[config.mk]
export PLATFORM = sky130hd
export DESIGN_NAME = dm_wb_cache
export DESIGN_NICKNAME = d
export VERILOG_FILES = /design/src/rtl/cache_pkg.sv /design/src/rtl/dm_cache_array.sv /design/src/rtl/dm_wb_cache.sv
export SDC_FILE = /design/constraint.sdc
export NUM_CORES = 1
export LEC_CHECK = 0
export CAP_MARGIN = 20
export CELL_PAD_IN_SITES_DETAIL_PLACEMENT = 0
export CELL_PAD_IN_SITES_GLOBAL_PLACEMENT = 2
export CORE_MARGIN = 4
export CORE_UTILIZATION = 30
export DETAILED_ROUTE_END_ITERATION = 6
export GPL_TIMING_DRIVEN = 0
export PLACE_DENSITY = 0.59
export SYNTH_ARGS = -nofsm -noshare
export SYNTH_HDL_FRONTEND = slang
export SYNTH_SLANG_ARGS = --single-unit
[constraint.sdc]
create_clock -name clk -period 3.9 [get_ports clk]
set_clock_uncertainty 0.2 [all_clocks]
set_input_delay 0.78 -clock clk [delete_from_list [all_inputs] [get_ports clk]]
set_output_delay 0.78 -clock clk [all_outputs]
set_load 0.1 [all_outputs]
[src/rtl/cache_pkg.sv]
// Shared types and width helpers for the direct-mapped write-back cache.
package cache_pkg;

    localparam int DEF_DATA_W          = 8;
    localparam int DEF_ADDR_W          = 8;
    localparam int DEF_WORDS_PER_BLOCK = 4;
    localparam int DEF_NUM_LINES       = 8;

    typedef enum logic [1:0] {
        IDLE,
        WRITEBACK,
        ALLOCATE
    } state_e;

    function automatic int offset_w(input int wpb);
        return $clog2(wpb);
    endfunction

    function automatic int index_w(input int lines);
        return $clog2(lines);
    endfunction

    function automatic int tag_w(input int aw, input int wpb, input int lines);
        return aw - $clog2(wpb) - $clog2(lines);
    endfunction

endpackage

[src/rtl/dm_cache_array.sv]
// Line storage: valid/dirty/tag/data with async indexed read,
// synchronous word write and block fill.
module dm_cache_array
    import cache_pkg::*;
#(
    parameter int DATA_W          = DEF_DATA_W,
    parameter int WORDS_PER_BLOCK = DEF_WORDS_PER_BLOCK,
    parameter int NUM_LINES       = DEF_NUM_LINES,
    parameter int TAG_W           = 3,
    localparam int OFFSET_W       = offset_w(WORDS_PER_BLOCK),
    localparam int INDEX_W        = index_w(NUM_LINES),
    localparam int BLOCK_W        = DATA_W * WORDS_PER_BLOCK
) (
    input  logic                clk_i,
    input  logic                rst_ni,
    input  logic [INDEX_W-1:0]  idx_i,
    output logic                valid_o,
    output logic                dirty_o,
    output logic [TAG_W-1:0]    tag_o,
    output logic [BLOCK_W-1:0]  data_o,
    input  logic                word_we_i,
    input  logic [OFFSET_W-1:0] word_off_i,
    input  logic [DATA_W-1:0]   word_i,
    input  logic                fill_en_i,
    input  logic [TAG_W-1:0]    fill_tag_i,
    input  logic [BLOCK_W-1:0]  fill_data_i,
    input  logic                clr_dirty_i
);

    logic [NUM_LINES-1:0] valid_q;
    logic [NUM_LINES-1:0] dirty_q;
    logic [TAG_W-1:0]     tag_q  [NUM_LINES];
    logic [BLOCK_W-1:0]   data_q [NUM_LINES];

    always_ff @(posedge clk_i or negedge rst_ni) begin
        if (!rst_ni) begin
            valid_q <= '0;
            dirty_q <= '0;
        end else if (fill_en_i) begin
            valid_q[idx_i] <= 1'b1;
            dirty_q[idx_i] <= 1'b0;
        end else if (word_we_i) begin
            dirty_q[idx_i] <= 1'b1;
        end else if (clr_dirty_i) begin
            dirty_q[idx_i] <= 1'b0;
        end
    end

    // Tag and data carry no reset; valid alone qualifies them.
    always_ff @(posedge clk_i) begin
        if (fill_en_i) begin
            tag_q[idx_i]  <= fill_tag_i;
            data_q[idx_i] <= fill_data_i;
        end else if (word_we_i) begin
            data_q[idx_i][word_off_i*DATA_W +: DATA_W] <= word_i;
        end
    end

    assign valid_o = valid_q[idx_i];
    assign dirty_o = dirty_q[idx_i];
    assign tag_o   = tag_q[idx_i];
    assign data_o  = data_q[idx_i];

endmodule

[src/rtl/dm_wb_cache.sv]
// Direct-mapped write-back write-allocate cache: miss FSM,
// hit logic, word select/merge and memory port drive.
module dm_wb_cache
    import cache_pkg::*;
#(
    parameter int DATA_W          = DEF_DATA_W,
    parameter int ADDR_W          = DEF_ADDR_W,
    parameter int WORDS_PER_BLOCK = DEF_WORDS_PER_BLOCK,
    parameter int NUM_LINES       = DEF_NUM_LINES,
    localparam int OFFSET_W       = offset_w(WORDS_PER_BLOCK),
    localparam int INDEX_W        = index_w(NUM_LINES),
    localparam int TAG_W          = tag_w(ADDR_W, WORDS_PER_BLOCK, NUM_LINES),
    localparam int BLOCK_W        = DATA_W * WORDS_PER_BLOCK
) (
    input  logic                       clk,
    input  logic                       rst,
    input  logic                       read,
    input  logic                       write,
    input  logic [ADDR_W-1:0]          address,
    input  logic [DATA_W-1:0]          write_data,
    output logic [DATA_W-1:0]          read_data,
    output logic                       busy_wait,
    output logic                       mem_read,
    output logic                       mem_write,
    output logic [ADDR_W-OFFSET_W-1:0] mem_address,
    output logic [BLOCK_W-1:0]         mem_write_data,
    input  logic [BLOCK_W-1:0]         mem_read_data,
    input  logic                       mem_busy_wait
);

    state_e state_q, state_d;

    logic [TAG_W-1:0]    addr_tag;
    logic [INDEX_W-1:0]  addr_idx;
    logic [OFFSET_W-1:0] addr_off;

    assign addr_tag = address[ADDR_W-1 -: TAG_W];
    assign addr_idx = address[OFFSET_W +: INDEX_W];
    assign addr_off = address[OFFSET_W-1:0];

    logic               line_valid;
    logic               line_dirty;
    logic [TAG_W-1:0]   line_tag;
    logic [BLOCK_W-1:0] line_data;
    logic               hit;
    logic               word_we;
    logic               fill_en;
    logic               clr_dirty;
    logic               busy_c;
    logic [DATA_W-1:0]  rdata_c;

    assign hit = line_valid && (line_tag == addr_tag);

    dm_cache_array #(
        .DATA_W          (DATA_W),
        .WORDS_PER_BLOCK (WORDS_PER_BLOCK),
        .NUM_LINES       (NUM_LINES),
        .TAG_W           (TAG_W)
    ) u_array (
        .clk_i       (clk),
        .rst_ni      (rst),
        .idx_i       (addr_idx),
        .valid_o     (line_valid),
        .dirty_o     (line_dirty),
        .tag_o       (line_tag),
        .data_o      (line_data),
        .word_we_i   (word_we),
        .word_off_i  (addr_off),
        .word_i      (write_data),
        .fill_en_i   (fill_en),
        .fill_tag_i  (addr_tag),
        .fill_data_i (mem_read_data),
        .clr_dirty_i (clr_dirty)
    );

    always_ff @(posedge clk or negedge rst) begin
        if (!rst) begin
            state_q <= IDLE;
        end else begin
            state_q <= state_d;
        end
    end

    always_comb begin
        state_d     = state_q;
        busy_c      = 1'b0;
        rdata_c     = '0;
        mem_read    = 1'b0;
        mem_write   = 1'b0;
        mem_address = {addr_tag, addr_idx};
        word_we     = 1'b0;
        fill_en     = 1'b0;
        clr_dirty   = 1'b0;
        unique case (state_q)
            IDLE: begin
                if (read ^ write) begin
                    if (hit) begin
                        rdata_c = read ? line_data[addr_off*DATA_W +: DATA_W] : '0;
                        word_we = write;
                    end else begin
                        busy_c  = 1'b1;
                        state_d = (line_valid && line_dirty) ? WRITEBACK : ALLOCATE;
                    end
                end
            end
            WRITEBACK: begin
                mem_write   = 1'b1;
                mem_address = {line_tag, addr_idx};
                busy_c      = 1'b1;
                if (!mem_busy_wait) begin
                    clr_dirty = 1'b1;
                    state_d   = ALLOCATE;
                end
            end
            ALLOCATE: begin
                mem_read = 1'b1;
                busy_c   = 1'b1;
                if (!mem_busy_wait) begin
                    fill_en = 1'b1;
                    state_d = IDLE;
                end
            end
            default: state_d = IDLE;
        endcase
    end

    // Held reset masks the combinational miss/hit paths too.
    assign busy_wait      = rst & busy_c;
    assign read_data      = rst ? rdata_c : '0;
    assign mem_write_data = line_data;

endmodule

## After elaboration in Yosys (flattened, before gate mapping)

Memories as Yosys holds them, arrays and structs flattened.
Index checks and enable logic that the tools add are counted.

- Equality and inequality tests: 7
- $lt $le $gt $ge: 2
- Bitwise logic cells: 38
- Add/sub/neg operators: 1
- Reduce and logical (&&, ||, !) cells: 7
- Multiply operators: 0
- Muxes and demuxes: 69
- Div/mod/pow operators: 0
- Shifts and indexed selects: 3

Operator list:

| operator | number |
|---|---|
| $mux 8 | 8 |
| $mux 1 | 49 |
| $neg 5->34 | 1 |
| $shift 8x34->32 const A | 1 |
| $shiftx 8x34->32 | 1 |
| $mux 32 | 1 |
| $or 1x1->1 | 32 |
| $shiftx 32x6->8 | 1 |
| $or 8x8->8 | 2 |
| $mux 2 | 5 |
| $and 8x8->8 | 1 |
| $ne 2x2->1 const B | 4 |
| $not 8->8 | 1 |
| $bmux 1 s3 | 2 |
| $mux 6 | 1 |
| $pmux 2 s3 | 1 |
| $lt 3x4->1 const B | 1 |
| $reduce_and 4->1 | 1 |
| $demux 1 s3 | 1 |
| $eq 3x3->1 | 1 |
| $ge 3x1->1 const B | 1 |
| $logic_and 1x1->1 | 3 |
| $reduce_bool 3->1 | 1 |
| $eq 2x1->1 const B | 1 |
| other kinds (6) | 6 |

- Memory bits (read-only): 0
- Memories: 2
- Flip-flop bits (word level): 18
- Logic and storage cells: 132
- Bits in writable memories: 280
- Latch bits: 0

Memory list:

| memory | words | bits a word | read ports | clocked after Yosys merged registers in | wr ports | RTL line | text |
|---|---|---|---|---|---|---|---|
| u_array.data_q | 8 | 32 | 1 | 0 | 1 | dm_cache_array.sv:33 | `logic [BLOCK_W-1:0] data_q [NUM_LINES];` |
| u_array.tag_q | 8 | 3 | 1 | 0 | 1 | dm_cache_array.sv:32 | `logic [TAG_W-1:0] tag_q [NUM_LINES];` |

## Logic depth before layout (Yosys ltp)

Gate-level depths: netlist of the first run.

- Depth after elaboration: 10
- Depth in mapped cells: 11

## By module

From an unflattened synthesis of the first run, not the netlist that was laid out.

- Cell total of the unflattened synthesis: 672
- Area, all modules: 12724.7 um2

Modules (own cells, without submodules):

| module | instances | area an instance (um2) | cells an instance |
|---|---|---|---|
| dm_cache_array | 1 | 12146.6 | 614 |
| dm_wb_cache | 1 | 578.1 | 58 |

## Worst setup path before layout of the first run

Ideal clock, no wire load.

- Path kind: input -> output
- Start point: input port address[2]
- End point: output port read_data[3]
- Slack: -2356 ps
- Arrival: 5276 ps
- Path buffers: 4
- Stages: 9
- Cells stage by stage: buf_6 buf_4 buf_4 nor2_1 buf_2 a22oi_1 o221ai_1 mux4_2 nor2b_1

- Word-level cells in the longest chain between the ends: 7

Ends and longest elaborated chain:

| item | RTL line | text |
|---|---|---|
| start: declaration | dm_wb_cache.sv:19 | `input logic [ADDR_W-1:0] address,` |
| $mem_v2 8x32 | n/a |  |
| net mem_write_data[3] | dm_wb_cache.sv:26 | `output logic [BLOCK_W-1:0] mem_write_data,` |
| $shiftx 32x6->8 | dm_wb_cache.sv:98 | `rdata_c = read ? line_data[addr_off*DATA_W +: DATA_W] : '0;` |
| $mux 8 | dm_wb_cache.sv:98 |  |
| $mux 8 | dm_wb_cache.sv:97 | `if (hit) begin` |
| $mux 8 | dm_wb_cache.sv:96 | `if (read ^ write) begin` |
| $mux 8 | dm_wb_cache.sv:94 | `unique case (state_q)` |
| $mux 8 | dm_wb_cache.sv:129 | `assign read_data = rst ? rdata_c : '0;` |
| end: declaration | dm_wb_cache.sv:21 | `output logic [DATA_W-1:0] read_data,` |

The timed path passes the listed nets, and every way through them passes these cells. The select of a mux whose other input is x is not followed.

## Worst setup path after layout of the first run

- Start point: input port address[4]
- End point: output port read_data[6]

- Word-level cells in the longest chain between the ends: 7

Ends and longest elaborated chain:

| item | RTL line |
|---|---|
| $mem_v2 8x32 (tied with other cells) | n/a |
| $shiftx 32x6->8 (tied with other cells) | dm_wb_cache.sv:98 |
| $mux 8 / $logic_and 1x1->1 (equally long branches) | dm_wb_cache.sv:98, dm_wb_cache.sv:52 |
| $mux 8 (*) | dm_wb_cache.sv:97 |
| $mux 8 (*) | dm_wb_cache.sv:96 |
| $mux 8 (*) | dm_wb_cache.sv:94 |
| $mux 8 (*) | dm_wb_cache.sv:129 |

Mark *: on every way between the ends. The rest lies on a longest branch, timed or not. The select of a mux whose other input is x is not followed.

==> metrics.csv, run 1 <==
stage;metric;value;unit
setup_path;cp_top_family;buffers and inverters;
floorplanning;rows;75;
logic_synthesis;yosys.area.top_type_share;65.1;%
placement;port-buffer-count;100;
min_path;holdCritPathClass;reg2reg;
pwr;powerDensity;492;mW/mm2
route;drt-pass1-iter-count;5;
floorplanning;die_h;215;um
clocking;cts_tree;done;
pwr;power.leakage;6.13;nW
logic_synthesis;synth-edff-count;280;
setup_path;startpoint_type;primary input;
logic_synthesis;synthCells;843;
timing;rsz0062_at_grt;yes;
floorplanning;ios;102;
pwr;ir_worst_vdd;0.236;mV
pwr;swShare;29.2;%
pwr;pwr-share-seq;44.2;%
logic_synthesis;synth_warnings;0;
timing;min_period;4000;ps
clocking;clockRootBuffer;clkbuf_16;
floorplanning;coreArea;0.0422;mm2
setup_path;cpMaxStageDelayCell;a221oi_1;
floorplanning;die_w;215;um
logic_synthesis;synth_nets;905;
timing;relSlewSlack;22.7;%
grt;grt_pass1_vias;8461;
logic_synthesis;synth_area;0.0129;mm2
pwr;internal-power;5.97;mW
logic_synthesis;synth_top_flop_cell;edfxtp_1;
timing;hold_ws;266;ps
setup_path;worstPathRequired;2920;ps
placement;gp_congestion;0.819;
timing;period_share;103;%
timing;hold_viol;0;
clocking;clock_sinks;298;
route;routed_wl;46500;um
floorplanning;initial_core_util;30.6;%
route;wl_per_cell;29.3;um
layout;final_cell_area;0.0171;mm2
route;drtIter0Drc;779;
placement;dp_hpwl;32800;um
setup_path;cp_num_buf_inv;4;
route;ant_nets;0;
timing;fin_ws;-100;ps
clocking;clkSlewWorstSetupHoldPaths;60;ps
setup_path;slowest_delay;540;ps
clocking;clk_latency;510;ps
timing;worst-slew-pin-transition;1160;ps
layout;nNetsFinal;1089;
pwr;clock_power_share;35.5;%
route;routed_via_density;5.26;
setup_path;critPathKind;in2out;
logic_synthesis;ys_ff_latch;298;
setup_path;critPathArrivalTime;3020;ps
timing;setup_viol;7;
layout;drive_gt1_share;31.2;%
pwr;p_switching;2.46;mW
logic_synthesis;synth.yosys.seq_area_share;68.6;%
logic_synthesis;synth_area_per_cell;15.3;um2
logic_synthesis;synth_top_area_cell;edfxtp_1;
grt;antenna_found_initial;2;
placement;pre_cts_slack;-3120;ps
logic_synthesis;yosysUniqueCellTypes;52;
status;status;finished with violations;
timing;finalSetupTns;-287;ps
clocking;cts_max_level;2;
grt;grtUsageTotal;19.7;%
timing;fmax;250;MHz
logic_synthesis;async_flop_share;6.04;%
status;violations;setup timing;
run;maxCapViolCount;0;
grt;grt_max_degree;21;
pwr;comb_power_share;20.3;%
grt;grt_remaining_overflow;0;
route;drcViolationCount;0;
route;vias;8359;
setup_path;cp_max_fo;10;
layout;syn_to_final_growth;32.6;%
clocking;cts_made_buffers;34;
grt;grt_first_pass_wirelength;65000;um
timing;finalMaxSlewViolations;0;
setup_path;path_cells;buf_6, buf_4, nor2_1, clkbuf_2, a221oi_1, o21ai_4, mux4_2, and2b_4, buf_12;
setup_path;worst_setup_path_end_kind;output pin;
floorplanning;die_area;0.0464;mm2
logic_synthesis;synthTopCellsByArea;edfxtp_1 (65%), mux2i_1 (5.7%), mux4_2 (4.9%);
placement;placed_area;0.0152;mm2
clocking;clock_path_buffers;3;
## timing repair
action	CTS	global route
hold buffers	0	0
resized for setup	293	19
setup buffers	20	2
endpoints found under the setup margin	568	92
pin swaps	16	2
cloned	4	0
## power by group through the flow
stage / Clock [mW] / Combinational, mW / Sequential, mW
6_report: 3.00 / 1.71 / 3.73
5_1_grt: 3.19 / 1.79 / 3.74
4_1_cts: 3.05 / 1.71 / 3.73
3_5_place_dp: 0 / 1.63 / 3.79
3_3_place_gp: 0 / 1.61 / 3.79
2_1_floorplan: 0 / 1.09 / 3.77
## per-layer routing
| layer | wire length (um) | track usage, % |
|---|---|---|
| met4 | 1090 | 4.51 |
| met1 | 20600 | 27.6 |
| met2 | 21900 | 32.1 |
| met3 | 2940 | 3.76 |
| met5 | 0 | 0 |
## layout by cell type, fill, tap and decap left out, types with 20 or more instances in the layout
cell | Yosys | layout
a21oi_1 | 44 | 27
a22oi_1 | 23 | 21
buf_4 | 7 | 39
buf_6 | 6 | 21
clkbuf_16 | 0 | 37
clkdlybuf4s50_1 | 0 | 54
edfxtp_1 | 280 | 280
inv_1 | 46 | 46
mux2i_1 | 74 | 68
mux4_2 | 28 | 28
nand2_1 | 81 | 74
nor2_1 | 29 | 20
## final cells by class
type                    count  area, um2
plain buffers              46        510
multi-input cells         449       4320
inverters                  50        208
flip-flops and latches    298       8860
repair buffers            148       1530
diodes                      1       2.50
clock inverters             9       65.1
fillers                  3925      25100
well taps                 539        674
clock buffers              48        967
## cell usage after synthesis (all sizes together), types with 4 or more instances
cell    instances
a21oi          44
a221oi         19
a22o            5
a22oi          23
buf            32
clkbuf         15
dfrtp          18
edfxtp        280
ha              9
inv            49
mux2           17
mux2i          74
mux4           28
nand2          81
nand2b          4
nand3           7
nor2           30
nor2b           9
o211ai          8
o21ai           8
o221ai         18
o22a            6
o22ai          13
or2            11
## path summary, 6_finish.rpt
kind,startpoint,end,slack (ps),cells past startpoint
setup / recovery,address[4],read_data[6],-100,9
hold / removal,u_array.valid_q[7],u_array.valid_q[7],270,1
setup reg to reg,u_array.tag_q[1][1],u_array.data_q[4][15],300,10
hold reg to reg,u_array.valid_q[7],u_array.valid_q[7],270,1
max in group asynchronous,rst,u_array.valid_q[1],2290,1
min in group asynchronous,rst,state_q[1],610,1
## flip-flops by register name, indices dropped and copies added (netlist names), named ones only
register,flops
u_array.data_q,256
u_array.tag_q,24
u_array.valid_q,8
state_q,2
## stage by stage
stage	instances	util, %	power, mW
floorplan	843	-	4.87
global placement	1482	35.6	5.40
detailed placement	1505	36.0	5.42
CTS	1585	40.5	8.49
global route	1587	40.6	8.72
finish	1588	40.6	8.44
## kinds of logic after synthesis
family	Yosys count	synth area share (%)
compound gates	159	8.73
xor+xnor	3	0.203
fa+ha+maj	9	0.872
buf+inv	97	3.56
flops	298	68.6
mux	119	12.1
simple gates	158	5.96
Note: power is estimated with default switching activity, not from simulation.
==> inputs of run 2 (changes only) <==
- DONT_BUFFER_PORTS: not set -> 1
- PLACE_DENSITY: 0.59 -> 0.55
==> metrics.csv, run 2 (same netlist as run 1, synthesis figures left out) <==
stage;metric;value;unit
clocking;clkSlewWorstSetupHoldPaths;60;ps
setup_path;worstPathRequired;2920;ps
clocking;clock_sinks;298;
clocking;clockRootBuffer;clkbuf_16;
timing;hold_ws;157;ps
floorplanning;coreArea;0.0422;mm2
layout;drive_gt1_share;31.8;%
layout;top_regs;u_array.data_q: 256 flops, u_array.tag_q: 24 flops, u_array.valid_q: 8 flops;
grt;grt_first_pass_wirelength;64500;um
route;drcViolationCount;0;
route;ant_nets;0;
layout;stdcell_count;1526;
setup_path;startpoint_type;primary input;
route;routed_via_density;5.28;
clocking;cts_tree;done;
grt;grt_max_degree;19;
timing;setup_viol;8;
grt;grt_pass1_vias;7984;
floorplanning;initial_core_util;30.6;%
clocking;cts_max_level;2;
pwr;p_total;8.54;mW
layout;layout_commonest_cell;edfxtp_1;
timing;period_share;112;%
grt;antenna_found_initial;0;
timing;min_period;4360;ps
route;drt-pass1-iter-count;5;
status;status;finished with violations;
timing;relSlewSlack;27.2;%
placement;dp_hpwl;33300;um
placement;gp_congestion;0.800;
min_path;hp-start;address[7];
clocking;clock_path_buffers;3;
floorplanning;die_h;215;um
status;violations;setup timing;
route;vias;8063;
setup_path;critPathLaunch;address[2];
layout;final_util;39.0;%
run;maxCapViolCount;0;
pwr;ir_worst_vdd;0.365;mV
timing;finalMaxSlewViolations;0;
clocking;cts_made_buffers;35;
setup_path;r2r_start;state_q[0];
grt;grt_remaining_overflow;0;
timing;worst-slew-pin-transition;1090;ps
pwr;powerDensity;519;mW/mm2
route;routed_wl;47100;um
floorplanning;ios;102;
clocking;clk_latency;520;ps
timing;fin_ws;-465;ps
floorplanning;die_w;215;um
layout;num_antenna_cells;0;
grt;grtUsageTotal;19.8;%
layout;layout_common_cells;edfxtp_1 (280), nand2_1 (76), mux2i_1 (74), buf_4 (52), inv_1 (45);
timing;fmax;229;MHz
setup_path;cp_max_fo;8;
setup_path;critPathKind;in2out;
placement;dp.cells;1416;
setup_path;critPathArrivalTime;3380;ps
timing;hold_viol;0;
route;wl_per_cell;30.8;um
pwr;power.leakage;5.90;nW
layout;top_register;u_array.data_q;
timing;rsz0062_at_grt;yes;
layout;largest_reg_flops;256;
setup_path;worst_setup_path_end_kind;output pin;
placement;port-buffer-count;0;
layout;nNetsFinal;1023;
layout;syn_to_final_growth;27.4;%
floorplanning;die_area;0.0464;mm2
floorplanning;rows;75;
min_path;holdCritPathClass;in2reg;
route;drtIter0Drc;626;
-- run 2: cell types whose count changed in the layout (fill, tap and decap cells not counted), moves of 6 or more --
cell	before	now
clkinv_2	4	10
dlygate4sd2_1	12	0
a221oi_2	15	4
clkdlybuf4s50_1	54	0
buf_4	39	52
mux2i_1	68	74
a221oi_1	4	14
clkdlybuf4s15_2	18	0
buf_16	2	8
-- run 2: report_power, final --
| group | total [mW] | internal, mW | switching (mW) |
|---|---|---|---|
| logic | 1.64 | 0.484 | 1.15 |
| registers | 3.73 | 3.67 | 0.0564 |
| clock network | 3.18 | 1.88 | 1.30 |
| total | 8.54 | 6.03 | 2.51 |
-- run 2: layout make-up --
type                       count  area, um2
tap                          539        674
sequential                   298       8860
clock buffer                  43        958
timing repair buffer          82        877
inverter                      50        196
fill                        3947      25800
clock inverter                20        151
multi-input combinational    448       4180
buffer                        46        557
-- run 2: final timing paths --
check,end,slack [ps],cells past startpoint
setup / recovery,read_data[3],-460,10
hold / removal,u_array.tag_q[0][2],160,0
setup reg to reg,u_array.data_q[3][0],240,8
hold reg to reg,u_array.valid_q[0],270,1
max in group asynchronous,u_array.valid_q[2],2290,1
min in group asynchronous,state_q[0],650,1
-- run 2: what timing repair did --
| action | in CTS | in global routing |
|---|---|---|
| endpoints found under the hold margin | 18 | 0 |
| setup buffers | 44 | 1 |
| cloned | 1 | 0 |
| resized for setup | 107 | 10 |
| pin swaps | 27 | 15 |
| endpoints found under the setup margin | 211 | 16 |
| hold buffers | 1 | 0 |
-- run 2: worst max-delay path: stages --
cell	delay (ps)
buf_12	110
buf_12	140
buf_16	160
nor2_4	230
buf_4	160
nand2_1	310
inv_1	180
a221o_4	400
mux4_2	300
nor2b_4	590
-- run 2: stage by stage --
stage / cell area (um2) / setup TNS [ps] / worst slack (ps)
2_1_floorplan: 13300 / -3330 / -409
3_3_place_gp: 14000 / -408710 / -1980
3_5_place_dp: 14400 / -241990 / -1500
4_1_cts: 16400 / -3270 / -473
5_1_grt: 16500 / -3640 / -520
6_report: 16500 / -3170 / -465
-- run 2: per-layer routing --
layer / global-route usage, % / part of all wire [%]
met1: 27.5 / 44
met2: 31.8 / 47
met5: 0 / 0
met4: 5.39 / 2.9
met3: 4.25 / 6.0
